File: src/rtl/sdram_arbit.sv
// Command-bus arbiter and refresh scheduler for the single-port SDRAM controller.
// Grants the shared command/address/bank pins with fixed priority refresh > write > read.
module sdram_arbit #(
  parameter int REF_CYCLES = 750
) (
  input  logic        sys_clk,
  input  logic        sys_rst,
  input  logic        init_end,
  input  logic [3:0]  init_cmd,
  input  logic [11:0] init_addr,
  input  logic        ref_end,
  input  logic [3:0]  ref_cmd,
  input  logic [11:0] ref_addr,
  input  logic        write_req,
  input  logic        write_end_flag,
  input  logic [3:0]  wr_cmd,
  input  logic [11:0] wr_addr,
  input  logic [1:0]  wr_bank_addr,
  input  logic        read_req,
  input  logic        read_end_flag,
  input  logic [3:0]  rd_cmd,
  input  logic [11:0] rd_addr,
  input  logic [1:0]  rd_bank_addr,
  output logic        ref_req,
  output logic        ref_en,
  output logic        write_en,
  output logic        read_en,
  output logic        ref_overrun,
  output logic [3:0]  sdram_cmd,
  output logic [11:0] sdram_addr,
  output logic [1:0]  sdram_bank
);

  typedef enum logic [2:0] {INIT, ARBIT, AREF, WRITE, READ} state_t;

  localparam logic [9:0] CNT_LAST = 10'(REF_CYCLES - 1);
  localparam logic [3:0] CMD_NOP  = 4'b0111;

  state_t      state_q;
  logic [9:0]  cnt_q, cnt_d;
  logic        cntEn_q, cntEn_d;
  logic        refReq_q, refReq_d;
  logic        refOverrun_q, refOverrun_d;
  logic        wrap;

  // Refresh timer is released once init_end has been seen and free-runs from then on;
  // a wrap while a refresh is still pending flags an overrun.
  always_comb begin
    wrap         = cntEn_q && (cnt_q == CNT_LAST);
    cntEn_d      = cntEn_q | init_end;
    cnt_d        = cnt_q;
    refReq_d     = refReq_q;
    refOverrun_d = refOverrun_q;
    if (cntEn_q) begin
      cnt_d = wrap ? 10'd0 : cnt_q + 10'd1;
    end
    if (wrap) begin
      refReq_d = 1'b1;
      if (refReq_q) begin
        refOverrun_d = 1'b1;
      end
    end else if (state_q == AREF) begin
      refReq_d = 1'b0;
    end
  end

  // Arbitration FSM plus timer registers; end pulses only matter in their own state.
  always_ff @(posedge sys_clk) begin
    if (sys_rst) begin
      state_q      <= INIT;
      cnt_q        <= 10'd0;
      cntEn_q      <= 1'b0;
      refReq_q     <= 1'b0;
      refOverrun_q <= 1'b0;
    end else begin
      cnt_q        <= cnt_d;
      cntEn_q      <= cntEn_d;
      refReq_q     <= refReq_d;
      refOverrun_q <= refOverrun_d;
      case (state_q)
        INIT:    if (init_end) state_q <= ARBIT;
        ARBIT: begin
          if (refReq_q)       state_q <= AREF;
          else if (write_req) state_q <= WRITE;
          else if (read_req)  state_q <= READ;
        end
        AREF:    if (ref_end) state_q <= ARBIT;
        WRITE:   if (write_end_flag) state_q <= ARBIT;
        READ:    if (read_end_flag) state_q <= ARBIT;
        default: state_q <= INIT;
      endcase
    end
  end

  assign ref_req     = refReq_q;
  assign ref_overrun = refOverrun_q;
  assign ref_en      = (state_q == AREF);
  assign write_en    = (state_q == WRITE);
  assign read_en     = (state_q == READ);

  // Pin mux follows the state register directly so a release drives NOP at once.
  always_comb begin
    sdram_cmd  = CMD_NOP;
    sdram_addr = 12'd0;
    sdram_bank = 2'b00;
    case (state_q)
      INIT: begin
        sdram_cmd  = init_cmd;
        sdram_addr = init_addr;
      end
      AREF: begin
        sdram_cmd  = ref_cmd;
        sdram_addr = ref_addr;
      end
      WRITE: begin
        sdram_cmd  = wr_cmd;
        sdram_addr = wr_addr;
        sdram_bank = wr_bank_addr;
      end
      READ: begin
        sdram_cmd  = rd_cmd;
        sdram_addr = rd_addr;
        sdram_bank = rd_bank_addr;
      end
      default: begin
        sdram_cmd  = CMD_NOP;
        sdram_addr = 12'd0;
        sdram_bank = 2'b00;
      end
    endcase
  end

endmodule

File: config.mk
export PLATFORM = sky130hd
export DESIGN_NAME = sdram_arbit
export DESIGN_NICKNAME = d
export VERILOG_FILES = /design/src/rtl/sdram_arbit.sv
export SDC_FILE = /design/constraint.sdc
export NUM_CORES = 1
export LEC_CHECK = 0
export ABC_AREA = 1
export BUFFER_PORTS_ARGS = -buffer_cell sky130_fd_sc_hd__buf_2
export CAP_MARGIN = 20
export CORE_ASPECT_RATIO = 1.1
export CORE_UTILIZATION = 41
export CTS_BUF_LIST = sky130_fd_sc_hd__clkbuf_4
export DETAILED_ROUTE_END_ITERATION = 7
export GPL_TIMING_DRIVEN = 0
export PLACE_DENSITY = 0.8
export RECOVER_POWER = 100
export REMOVE_ABC_BUFFERS = 1
export SKIP_CTS_REPAIR_TIMING = 1
export SYNTH_ARGS = -nofsm -noshare
export SYNTH_HDL_FRONTEND = slang
export SYNTH_SLANG_ARGS = --single-unit
File: constraint.sdc
create_clock -name sys_clk -period 1.5 [get_ports sys_clk]
set_input_delay 0.45 -clock sys_clk [delete_from_list [all_inputs] [get_ports sys_clk]]
set_output_delay 0.45 -clock sys_clk [all_outputs]
set_load 0.03 [all_outputs]
==> flow_metrics.py <==
metrics = {
    "pwr": {
        "power.leakage_nw": 1.012,
        "ir_worst_vdd_mv": 1.278,
        "power.density_nw_per_um2": 1463,
    },
    "timing": {
        "fin_crit_sh": 1.295,
        "tightest_slew_ns": 0.4168,
        "worst_slack_ns": -0.4423,
        "fin_skew_ns": 0.008278,
        "slew_headroom": 0.7200,
        "setup_viol": 26,
        "max_freq_ghz": 0.5149,
        "rsz0062_at_grt": "yes",
        "period_needed_ns": 1.942,
        "timing.final.hold_violations": 0,
        "slew_viol_final": 0,
    },
    "global_routing": {
        "grt_max_degree": 20,
        "grt_pass1_wl_um": 5547,
        "grt_pass1_vias": 1358,
        "grt_overflow": 0,
        "antenna_found_initial": 0,
        "track_usage": 0.2259,
    },
    "synth": {
        "ys_types": 24,
        "ys_seq_elements": 16,
        "seq_area_frac_synth": 0.2515,
        "avgSynthCellArea_um2": 5.816,
        "yosys_warnings": 0,
        "syn_area_um2": 1274,
        "synth_top_cell_by_area": "nand2_1",
        "synth_top_area_frac": 0.2652,
        "synth_flop_cell": "dfxtp_1",
        "synth-async-reset-ratio": 0,
        "syn_inst": 219,
        "synthTopCellsByArea": "nand2_1, dfxtp_1, nand4_1",
        "synth_edf_count": 0,
    },
    "layout": {
        "fill_cells": 235,
        "nets": 403,
        "postLayoutCoreUtil": 0.7232,
        "diodes": 0,
        "final_cells": 357,
        "drive_gt1_frac": 0.4136,
        "area_growth_pct": 61.98,
        "finalInstanceArea_um2": 2063,
    },
    "die": {
        "fp.dieArea_um2": 3334,
        "die_h_um": 60.46,
        "core_um2": 2853,
        "chipWidth_um": 55.15,
        "core.rowCount": 20,
        "start_util": 0.4465,
        "ios": 99,
    },
    "clock_network": {
        "root_buffer": "clkbuf_4",
        "cts-buffers-inserted": 3,
        "cts_tree": "yes",
        "clkLatencyLatePin_ns": 0.30,
        "clk_pin_slew_ns": 0.09,
        "cts.sink_count": 16,
        "clk_path_buf_depth": 2,
        "htree_num_levels": 1,
    },
    "worst_hold_path": {
        "hold_class": "input port to flop",
    },
    "drt": {
        "wl_per_cell_um": 12.87,
        "post-route-drc-count": 0,
        "vias": 1815,
        "drt_iter0_markers": 72,
        "via_per_inst": 5.084,
        "wl_um": 4593,
        "dr.pass1.iters": 4,
        "detail-route-antenna-nets": 0,
    },
    "worst_setup_path": {
        "critPathKind": "flop to output port",
        "worstPathCellList": "nand2_4 -> nor2_4 -> clkbuf_16 -> a22o_1 -> buf_6",
        "cp_slowest_cell": "dfxtp_4",
        "cpPeakStageDelay_ns": 0.40,
        "critPathLaunchType": "flop",
        "critPathArrivalTime_ns": 1.49,
        "worstPathMaxFanout": 7,
        "worstPathRequired_ns": 1.05,
        "critPathCaptureType": "output port",
    },
    "outcome": {
        "violations": "setup timing",
        "status": "complete, but fails checks",
    },
    "placed_design": {
        "port-buffer-count": 98,
        "dp_hpwl_um": 3083,
        "place_congestion": 0.8337,
        "place_area_um2": 1779,
        "post-place-cells": 346,
    },
    "run": {
        "drv_cap": 0,
    },
}
[per-stage QoR]
step	setup slack, ns	TNS, ns	hold slack, ns	power, mW
5_1_grt	-0.5261	-10.68	0.3434	3.193
3_3_place_gp	-0.8769	-16.24	0.4467	2.188
6_report	-0.4423	-8.364	0.3307	3.018
2_1_floorplan	-0.8634	-15.44	0.4373	1.696
4_1_cts	-0.6836	-12.80	0.3346	2.440
3_5_place_dp	-0.3582	-5.995	0.4590	2.203
[cell families (layout without fill, tap and decap cells)]
family,count (synthesis),count (layout),synth area share
AND/OR/NAND/NOR,154,154,0.5413
adder cells (fa/ha/maj),2,2,0.01964
XOR/XNOR,1,1,0.006877
AO/OA/AOI/OAI,18,18,0.08350
buffers and inverters,28,133,0.09725
flip-flops,16,16,0.2515
[cells in the final DEF, fill, tap and decap left out, types with 2 or more instances in the layout]
cell / count
nand2_1: 83
buf_2: 76
nor2_1: 20
inv_1: 17
nand4_1: 17
buf_6: 16
nand3_1: 12
dfxtp_1: 12
a21oi_1: 11
clkbuf_4: 9
nand2_4: 4
nand2_2: 4
nor3_1: 4
nor2_4: 3
dfxtp_4: 3
inv_2: 2
inv_4: 2
clkinvlp_4: 2
a22o_1: 2
o21ai_0: 2
nor2_2: 2
nand3b_1: 2
ha_1: 2
buf_4: 2
[per-layer routing]
metal	track usage	wire length (um)
met3	0.04762	461
met1	0.2564	1794
met2	0.4096	2285
met5	0	0
met4	0.07500	52
[state kept, by name (all words and copies together) (netlist names)]
| name | count |
|---|---|
| ref_overrun | 1 |
| cntEn_q | 1 |
| cnt_q | 10 |
| state_q | 3 |
| ref_req | 1 |
[area by class of cell]
type	count	area (um^2)	share of cell area
clock buffer	3	22.52	0.01092
timing repair inverter	3	22.52	0.01092
multi-input combinational	175	870.8	0.4221
timing repair buffer	103	664.4	0.3220
clock inverter	1	3.754	0.001819
sequential	16	332.8	0.1613
inverter	23	105.1	0.05094
tap	33	41.29	0.02001
[worst max-delay path: cells and delay by family, from the launching register on]
family,cells,cell delay [ns]
simple gates,2,0.29
buf+inv,2,0.34
compound gates,1,0.17
flops,1,0.40
[Yosys cell counts (3+ instances only)]
master and number:
a21oi_1 11, inv_2 5, nor2_1 22, inv_1 18
nand3_1 12, buf_4 5, nor2_2 3, nor3_1 3
nand2_1 90, nand4_1 17, dfxtp_1 16
[report_power, final]
group | switching, mW | internal, mW | leakage (nW) | total [mW]
combinational | 1.37 | 0.856 | 0.865 | 2.23
clock | 0.144 | 0.0970 | 0.0154 | 0.241
sequential | 0.0772 | 0.475 | 0.132 | 0.552
[worst paths after layout]
kind / start / end / slack, ns / cells past startpoint
setup reg to reg: cntEn_q / cnt_q[1] / -0.09 / 7
setup / recovery: state_q[0] / sdram_bank[1] / -0.44 / 5
hold / removal: sys_rst / ref_req / 0.33 / 2
hold reg to reg: cnt_q[6] / cnt_q[6] / 0.47 / 2
(Power assumes the default switching activity.)
